===== src/rtl/rr_priority_arbiter_pkg.sv =====
// Shared constants and state type for the clocked round-robin / fixed-priority arbiter.
package rr_priority_arbiter_pkg;

  localparam logic MODE_FIXED = 1'b0;
  localparam logic MODE_RR    = 1'b1;

  typedef enum logic {
    IDLE  = 1'b0,
    GRANT = 1'b1
  } state_t;

endpackage


===== src/rtl/rr_priority_arbiter_if.sv =====
// Request/grant bundle between the requesters (master) and the arbiter (slave).
interface rr_priority_arbiter_if #(
  parameter int N = 8
) ();
  import rr_priority_arbiter_pkg::*;

  logic [N-1:0]         req;
  logic                 mode;
  logic [N-1:0]         gnt;
  logic                 gnt_valid;
  logic [$clog2(N)-1:0] gnt_id;

  modport master (
    output req,
    output mode,
    input  gnt,
    input  gnt_valid,
    input  gnt_id
  );

  modport slave (
    input  req,
    input  mode,
    output gnt,
    output gnt_valid,
    output gnt_id
  );

endinterface


===== src/rtl/rr_priority_arbiter_pick.sv =====
// Combinational winner search: first set bit of cand at or after start, wrapping N-1 -> 0.
module rr_pick
  import rr_priority_arbiter_pkg::*;
#(
  parameter int N  = 8,
  parameter int IW = $clog2(N)
) (
  input  logic [N-1:0]  cand,
  input  logic [IW-1:0] start,
  output logic          found,
  output logic [N-1:0]  onehot,
  output logic [IW-1:0] idx
);

  logic [2*N-1:0] dbl_s;
  logic [2*N-1:0] masked_s;
  logic           hit_s;

  assign dbl_s = {cand, cand};

  // Drop bits below start in the doubled vector; the upper copy supplies the wrap-around.
  always_comb begin
    masked_s = '0;
    for (int i = 0; i < 2*N; i++) begin
      masked_s[i] = dbl_s[i] & (i >= int'(start));
    end
  end

  // Lowest surviving bit wins; its position folds back into 0..N-1.
  always_comb begin
    found = 1'b0;
    idx   = '0;
    hit_s = 1'b0;
    for (int i = 0; i < 2*N; i++) begin
      hit_s = !found && masked_s[i];
      idx   = hit_s ? IW'(i % N) : idx;
      found = found | masked_s[i];
    end
  end

  assign onehot = found ? ({{(N-1){1'b0}}, 1'b1} << idx) : '0;

endmodule


===== src/rtl/rr_priority_arbiter.sv =====
// Clocked N-way arbiter: registered one-hot grant, fixed or round-robin selection,
// grant lock while the owner requests, and an optional bounded hold time.
module rr_priority_arbiter
  import rr_priority_arbiter_pkg::*;
#(
  parameter int N        = 8,
  parameter int MAX_HOLD = 16,
  parameter int IW       = $clog2(N),
  parameter int CW       = (MAX_HOLD > 0) ? $clog2(MAX_HOLD + 1) : 1
) (
  input logic                  clk,
  input logic                  rst,
  rr_priority_arbiter_if.slave bus
);

  localparam logic [CW-1:0] CNT_ONE  = CW'(1'b1);
  localparam logic [CW-1:0] HOLD_LIM = CW'(MAX_HOLD);

  state_t        state_r;
  logic [IW-1:0] owner_r;
  logic [IW-1:0] ptr_r;
  logic [CW-1:0] cnt_r;
  logic [N-1:0]  gnt_r;
  logic          gnt_valid_r;

  logic [N-1:0]  owner_oh_s;
  logic          owner_req_s;
  logic          expired_s;
  logic          hold_s;
  logic          regrant_s;
  logic [N-1:0]  cand_s;
  logic [IW-1:0] start_s;
  logic          win_found_s;
  logic [N-1:0]  win_oh_s;
  logic [IW-1:0] win_idx_s;

  function automatic logic [IW-1:0] ptr_after(input logic [IW-1:0] w);
    if (int'(w) == N - 1) begin
      return '0;
    end else begin
      return w + IW'(1'b1);
    end
  endfunction

  assign owner_oh_s  = {{(N-1){1'b0}}, 1'b1} << owner_r;
  assign owner_req_s = (state_r == GRANT) && bus.req[owner_r];

  // Arbitration inputs: on expiry the current owner is excluded so others get a turn.
  always_comb begin
    if (MAX_HOLD != 0) begin
      expired_s = (cnt_r >= HOLD_LIM);
    end else begin
      expired_s = 1'b0;
    end
    hold_s    = owner_req_s && !expired_s;
    regrant_s = owner_req_s && expired_s;
    if (regrant_s) begin
      cand_s = bus.req & ~owner_oh_s;
    end else begin
      cand_s = bus.req;
    end
    start_s = (bus.mode == MODE_RR) ? ptr_r : '0;
  end

  rr_pick #(.N(N), .IW(IW)) u_pick (
    .cand   (cand_s),
    .start  (start_s),
    .found  (win_found_s),
    .onehot (win_oh_s),
    .idx    (win_idx_s)
  );

  // FSM, hold counter, RR pointer and registered grant outputs.
  always_ff @(posedge clk) begin
    if (rst) begin
      state_r     <= IDLE;
      owner_r     <= '0;
      ptr_r       <= '0;
      cnt_r       <= '0;
      gnt_r       <= '0;
      gnt_valid_r <= 1'b0;
    end else if (hold_s) begin
      cnt_r <= cnt_r + CNT_ONE;
    end else if (win_found_s) begin
      state_r     <= GRANT;
      owner_r     <= win_idx_s;
      gnt_r       <= win_oh_s;
      gnt_valid_r <= 1'b1;
      cnt_r       <= CNT_ONE;
      if (bus.mode == MODE_RR) begin
        ptr_r <= ptr_after(win_idx_s);
      end else begin
        ptr_r <= ptr_r;
      end
    end else if (regrant_s) begin
      // Nobody else wants the resource: owner keeps it with a fresh hold window.
      cnt_r <= CNT_ONE;
      if (bus.mode == MODE_RR) begin
        ptr_r <= ptr_after(owner_r);
      end else begin
        ptr_r <= ptr_r;
      end
    end else begin
      state_r     <= IDLE;
      owner_r     <= '0;
      cnt_r       <= '0;
      gnt_r       <= '0;
      gnt_valid_r <= 1'b0;
    end
  end

  assign bus.gnt       = gnt_r;
  assign bus.gnt_valid = gnt_valid_r;
  assign bus.gnt_id    = owner_r;

endmodule


===== src/flat_wrapper.sv =====
// flat-port wrapper written by rule: the top's interface ports become plain ports
module rr_priority_arbiter_flat import rr_priority_arbiter_pkg::*;
#(
  parameter int N        = 8,
  parameter int MAX_HOLD = 16,
  parameter int IW       = $clog2(N),
  parameter int CW       = (MAX_HOLD > 0) ? $clog2(MAX_HOLD + 1) : 1
)
  (clk, rst, bus_req, bus_mode, bus_gnt, bus_gnt_valid, bus_gnt_id);
  rr_priority_arbiter_if #(.N(N)) bus_i ();
  input logic clk;
  input logic rst;
  input wire logic [$bits(bus_i.req)-1:0] bus_req;
  input wire logic [$bits(bus_i.mode)-1:0] bus_mode;
  output wire logic [$bits(bus_i.gnt)-1:0] bus_gnt;
  output wire logic [$bits(bus_i.gnt_valid)-1:0] bus_gnt_valid;
  output wire logic [$bits(bus_i.gnt_id)-1:0] bus_gnt_id;
  assign bus_i.req = bus_req;
  assign bus_i.mode = bus_mode;
  assign bus_gnt = bus_i.gnt;
  assign bus_gnt_valid = bus_i.gnt_valid;
  assign bus_gnt_id = bus_i.gnt_id;
  rr_priority_arbiter #(.N(N), .MAX_HOLD(MAX_HOLD), .IW(IW), .CW(CW)) u_core (.clk(clk), .rst(rst), .bus(bus_i));
endmodule

===== config.mk =====
export PLATFORM = sky130hd
export DESIGN_NAME = rr_priority_arbiter_flat
export DESIGN_NICKNAME = d
export VERILOG_FILES = /design/src/rtl/rr_priority_arbiter_pkg.sv /design/src/rtl/rr_priority_arbiter_if.sv /design/src/rtl/rr_priority_arbiter_pick.sv /design/src/rtl/rr_priority_arbiter.sv /design/src/flat_wrapper.sv
export SDC_FILE = /design/constraint.sdc
export NUM_CORES = 1
export LEC_CHECK = 0
export BUFFER_PORTS_ARGS = -buffer_cell sky130_fd_sc_hd__buf_2
export CORE_UTILIZATION = 40
export CTS_CLUSTER_SIZE = 28
export DETAILED_ROUTE_END_ITERATION = 12
export GPL_TIMING_DRIVEN = 0
export PLACE_DENSITY = 0.61
export REMOVE_ABC_BUFFERS = 1
export SLEW_MARGIN = 30
export SYNTH_ARGS = -nofsm -noshare
export SYNTH_HDL_FRONTEND = slang
export SYNTH_SLANG_ARGS = --single-unit

===== constraint.sdc =====
create_clock -name clk -period 3.06 [get_ports clk]
set_input_delay 0.153 -clock clk [delete_from_list [all_inputs] [get_ports clk]]
set_output_delay 0.153 -clock clk [all_outputs]
set_load 0.05 [all_outputs]

==> flow_metrics.env, run 1 <==
export IMPL_outcome="complete, but fails checks"
export IMPL_violations="setup timing"
export IMPL_power_mw=0.844
export IMPL_finalSetupViolCount=1
export IMPL_path_buf_inv=1
export IMPL_antenna_left=0
export IMPL_hp_class="input port to flip-flop"
export IMPL_power_density_nw_per_um2=390
export IMPL_port_buffers=22
export IMPL_via_per_inst=5.86
export IMPL_place_area_um2=1810
export IMPL_die_h_um=67.2
export IMPL_io_pins=23
export IMPL_ys_async_sr_fraction=0
export IMPL_grt_pass1_vias=1468
export IMPL_num_vias=1565
export IMPL_crit_required_ns=3.19
export IMPL_clock_sinks=20
export IMPL_ctsRootBufferMaster="clkbuf_8"
export IMPL_n_antenna_cell=0
export IMPL_place_ws_ns=-0.697
export IMPL_use_met1=0.264
export IMPL_core_area_um2=4060
export IMPL_ir_worst_vdd_mv=0.190
export IMPL_synth_top_area_share=0.235
export IMPL_path_cells="mux2_4 -> mux4_2 -> a41o_4 -> o21a_1 -> o211ai_1 -> a31oi_4 -> inv_2 -> ha_4 -> ha_4 -> nand3b_1 -> o221ai_1 -> a31oi_1"
export IMPL_gp_congestion=0.814
export IMPL_clockBufferDepth=2
export IMPL_dr_pass1_iters=4
export IMPL_clock_latency_ns=0.26
export IMPL_cts_clk_slew_worst_paths_ns=0.07
export IMPL_wirelength_um=4510
export IMPL_min_period_ns=3.07
export IMPL_num_rows=23
export IMPL_max_freq_ghz=0.325
export IMPL_path_class="flip-flop to flip-flop"
export IMPL_cts_tree="yes"
export IMPL_grt_busiest_layer="met2"
export IMPL_finalWorstSetupSlack_ns=-0.0125
export IMPL_cp_top_family="compound AO/OA/AOI/OAI gates"
export IMPL_die_w_um=67.2
export IMPL_drc=0
export IMPL_synth_area_um2=1700
export IMPL_postLayoutCoreUtil=0.533
export IMPL_routedWlPerCell_um=16.9
export IMPL_initial_utilization=0.420
export IMPL_final_max_slew_viol_count=0
export IMPL_critPathCaptureType="flip-flop"
export IMPL_rsz0062_at_grt="true"
export IMPL_finalInstanceArea_um2=2160
export IMPL_fill_cells=365
export IMPL_grt_antenna_before_repair=0
export IMPL_synth_edf_count=0
export IMPL_synth_seq_cells=20
export IMPL_ys_warn_count=0
export IMPL_grt_util_met3=0.0186
export IMPL_grt_max_degree=14
export IMPL_ys_seq_area_frac=0.235
export IMPL_netlist_instances=180
export IMPL_hold_violations=0
export IMPL_track_usage=0.202
export IMPL_yosys_cell_types_count=67
export IMPL_slew_headroom=0.554
export IMPL_worstPathArrival_ns=3.21
export IMPL_slowest_stage="mux4_2"
export IMPL_yosysTopAreaCell="dfxtp_1"
export IMPL_finClkSkew_ns=0.00185
export IMPL_grt_pass1_wl_um=6980
export IMPL_synth_main_ff_cell="dfxtp_1"
export IMPL_max_stage_delay_ns=0.52
export IMPL_cts_buffers=3
export IMPL_setup_worst_path_start_class="flip-flop"
export IMPL_crit_top_cell="ha_4"
export IMPL_cp_max_fo=7
export IMPL_worst_hold_slack_ns=0.275
export IMPL_leakage_nw=0.927
export IMPL_syn_area_per_cell_um2=9.46
export IMPL_htree_levels=1
export IMPL_area_growth_synth_to_final_pct=27.1
export IMPL_worst_slew_pin_slew_ns=0.667
export IMPL_final_nets=241
export IMPL_use_met2=0.344
export IMPL_ctsHoldBuffers=0
export IMPL_dp_hpwl_um=3010
export IMPL_drt_iter0_markers=118
export IMPL_yosys_top_cells_area="dfxtp_1 24%, ha_1 8.8%, mux2_4 4.4%, inv_1 3.5%, nand2_1 2.9%"
export IMPL_cap_violations=0
export IMPL_dieArea_um2=4520
export IMPL_drive_gt1_frac=0.438
export IMPL_overflow=0
export IMPL_fin_crit_sh=1.00
worst paths after layout:
path	start	end	slack, ns	cells past startpoint
max reg2reg	u_core.bus.gnt_id[0]$_SDFFE_PP0P_	u_core.ptr_r[2]$_SDFFE_PP0P_	-0.01	12
min reg2reg	u_core.bus.gnt[2]$_SDFFE_PP0P_	u_core.bus.gnt[2]$_SDFFE_PP0P_	0.46	1
max	u_core.bus.gnt_id[0]$_SDFFE_PP0P_	u_core.ptr_r[2]$_SDFFE_PP0P_	-0.01	12
min	bus_mode	u_core.ptr_r[2]$_SDFFE_PP0P_	0.28	2
logic make-up after synthesis:
logic type / synth area share
flip-flops: 0.235
adder cells (fa/ha/maj): 0.0882
AO/OA/AOI/OAI: 0.342
AND/OR/NAND/NOR: 0.170
buffers and inverters: 0.0779
XOR/XNOR: 0.0103
multiplexers: 0.0764
cell type report:
cell class	instances	area (um^2)	area share
multi-input cells	135	1320	0.610
flip-flops and latches	20	407	0.188
repair buffers	41	253	0.117
inverters	17	66.3	0.0306
well taps	50	62.6	0.0289
clock buffers	4	55.1	0.0254
state kept, by name, summed over array words and instances (netlist names):
register / cells
u_core.state_r: 1
u_core.ptr_r: 3
u_core.bus.gnt: 8
u_core.bus.gnt_id: 3
u_core.cnt_r: 5
metrics by stage:
stage          setup TNS, ns  cells
2_1_floorplan          -1.11    172
4_1_cts              -0.0639    257
5_1_grt               -0.203    267
6_report             -0.0125    267
3_3_place_gp           -1.42    244
3_5_place_dp           -1.67    244
power breakdown:
part           switching, mW  internal, mW
logic                  0.191         0.145
clock network         0.0872         0.114
registers             0.0284         0.278
total                  0.306         0.538
synth_stat cells, types with 3 or more instances:
library cell,n
dfxtp_1,20
inv_1,16
nand2_1,13
ha_1,12
a21oi_1,6
nor2_1,6
o21ai_0,6
mux2_4,5
nand3_1,5
nor3_1,5
o211ai_1,4
a211oi_1,3
a31oi_1,3
a32o_1,3
and3_1,3
clkbuf_1,3
o311a_2,3
cell usage in the layout, fill, tap and decap left out, drive strengths merged, types with 2 or more instances in the layout:
master / instances
a22o: 3
nand2: 13
a31o: 2
buf: 41
a41oi: 2
o21a: 2
mux2: 5
o21ai: 7
a21boi: 2
inv: 17
a32o: 4
nand2b: 2
nor2: 7
o311a: 3
a22oi: 2
a2bb2oi: 2
a21oi: 8
o211ai: 5
clkbuf: 4
or2: 2
o41ai: 2
and2: 2
or3: 2
dfxtp: 20
a211oi: 4
a21o: 3
nand3: 6
a221oi: 2
nor3: 6
a31oi: 4
and3: 3
mux4: 2
ha: 12
timing repair:
action / CTS / global route
setup buffers: 9 / 10
pin swaps: 9 / 9
resized for setup: 15 / 10
setup endpoints to repair: 8 / 9
metal layers:
metal	part of all wire	vias up
met5	0	-
met4	0.026	0
met3	0.041	12
met2	0.50	53
met1	0.44	745
li1	-	755
No activity file was read; power rests on OpenSTA's default activity.
==> run 2, diff against run 1 <==
GPL_TIMING_DRIVEN = 1   (was 0)
==> flow_metrics.env, run 2 (synthesized netlist as in run 1, its figures left out) <==
export IMPL_ctsRootBufferMaster="clkbuf_8"
export IMPL_setup_tns_final_ns=-0.00385
export IMPL_drc=0
export IMPL_initial_utilization=0.420
export IMPL_n_antenna_cell=0
export IMPL_final_nets=257
export IMPL_port_buffers=22
export IMPL_final_common_cell="buf_4"
export IMPL_clockBufferDepth=2
export IMPL_ir_worst_vdd_mv=0.327
export IMPL_fin_crit_sh=1.00
export IMPL_leakage_nw=0.980
export IMPL_ctsHoldBuffers=0
export IMPL_grt_pass1_vias=1631
export IMPL_worst_slew_pin_slew_ns=0.696
export IMPL_power_mw=0.850
export IMPL_gp_congestion=0.893
export IMPL_max_freq_ghz=0.326
export IMPL_hp_class="input port to flip-flop"
export IMPL_path_class="flip-flop to flip-flop"
export IMPL_clock_sinks=20
export IMPL_clock_latency_ns=0.26
export IMPL_htree_levels=1
export IMPL_overflow=0
export IMPL_num_rows=23
export IMPL_dieArea_um2=4520
export IMPL_finalWorstSetupSlack_ns=-0.00385
export IMPL_cts_buffers=3
export IMPL_cts_clk_slew_worst_paths_ns=0.08
export IMPL_via_per_inst=5.71
export IMPL_cap_violations=0
export IMPL_finalSetupViolCount=1
export IMPL_grt_pass1_wl_um=7550
export IMPL_dp_hpwl_um=3560
export IMPL_dr_pass1_iters=4
export IMPL_core_area_um2=4060
export IMPL_final_cell_mix="33 x buf_4, 22 x buf_2, 18 x dfxtp_1, 16 x inv_1, 13 x nand2_1"
export IMPL_routedWlPerCell_um=16.5
export IMPL_antenna_left=0
export IMPL_slew_headroom=0.534
export IMPL_power_density_nw_per_um2=383
export IMPL_cp_max_fo=4
export IMPL_die_w_um=67.2
export IMPL_num_vias=1615
export IMPL_setup_worst_path_start_class="flip-flop"
export IMPL_largest_reg_flops=8
export IMPL_violations="setup timing"
export IMPL_drt_iter0_markers=94
export IMPL_final_max_slew_viol_count=0
export IMPL_crit_required_ns=3.20
export IMPL_hold_violations=0
export IMPL_track_usage=0.223
export IMPL_drive_gt1_frac=0.464
export IMPL_grt_antenna_before_repair=0
export IMPL_finClkSkew_ns=0.00493
export IMPL_rsz0062_at_grt="true"
export IMPL_critPathCaptureType="flip-flop"
export IMPL_outcome="complete, but fails checks"
export IMPL_die_h_um=67.2
export IMPL_area_growth_synth_to_final_pct=30.5
export IMPL_io_pins=23
export IMPL_min_period_ns=3.06
export IMPL_worstPathArrival_ns=3.20
export IMPL_cts_tree="yes"
export IMPL_wirelength_um=4680
export IMPL_grt_max_degree=13
[run 2: cell types whose count changed in the layout (fill, tap and decap cells not counted), moves of 2 or more]
| cell | delta |
|---|---|
| a31oi_2 | +2 |
| a31oi_4 | -3 |
| buf_6 | +2 |
| buf_4 | +14 |
[run 2: worst paths after layout]
check                                         to  cells past startpoint  slack (ns)                               from
setup reg to reg    u_core.ptr_r[2]$_SDFFE_PP0P_                     13      -0.004  u_core.bus.gnt_id[0]$_SDFFE_PP0P_
hold / removal    u_core.bus.gnt[3]$_SDFFE_PP0P_                      2        0.27                                rst
setup / recovery    u_core.ptr_r[2]$_SDFFE_PP0P_                     13      -0.004  u_core.bus.gnt_id[0]$_SDFFE_PP0P_
hold reg to reg   u_core.bus.gnt[6]$_SDFFE_PP0P_                      1        0.47     u_core.bus.gnt[6]$_SDFFE_PP0P_
[run 2: metal layers]
metal  part of all wire  up-vias  global-route usage
li1                   -      790                   -
met1               0.45      773               0.275
met2               0.50       41               0.375
met3              0.036       11              0.0338
met4              0.022        0               0.112
met5                  0        -                   0
[run 2: layout make-up]
type	instances	area [um^2]
Fill cell	354	1840
Tap cell	50	62.6
Clock buffer	4	55.1
Inverter	17	66.3
Multi-Input combinational cell	135	1250
Timing Repair Buffer	57	380
Sequential cell	20	403
[run 2: power by group]
group,total [mW],switching [mW],internal [mW]
Combinational,0.350,0.194,0.156
Clock,0.202,0.0873,0.115
Sequential,0.298,0.0196,0.278
Total,0.850,0.301,0.549
[run 2: worst max-delay path: stages (launching register included)]
cell      delay, ns
dfxtp_2        0.36
buf_6          0.12
mux2_4         0.29
mux4_2         0.52
a41o_4         0.33
nand2b_4       0.15
a221oi_2       0.24
a31oi_2        0.07
inv_1          0.09
ha_2           0.21
ha_4           0.20
nand3b_1       0.17
o221ai_2       0.14
a31oi_1        0.06
[run 2: stage by stage]
| step | std cells | hold WS [ns] | instance area (um^2) | worst slack (ns) | util |
|---|---|---|---|---|---|
| 5_1_grt | 283 | 0.277 | 2220 | -0.135 | 0.548 |
| 3_3_place_gp | 272 | 0.449 | 2020 | -0.0527 | 0.498 |
| 6_report | 283 | 0.271 | 2220 | -0.00385 | 0.548 |
| 4_1_cts | 282 | 0.271 | 2170 | 0.0156 | 0.536 |
| 2_1_floorplan | 172 | 0.222 | 1640 | -0.556 | - |
| 3_5_place_dp | 272 | 0.458 | 2020 | -0.210 | 0.498 |
[run 2: what timing repair did]
item	CTS	global route
pin swaps	6	5
setup endpoints to repair	1	8
resized for setup	10	7
gates cloned	0	0
buffers inserted	6	2
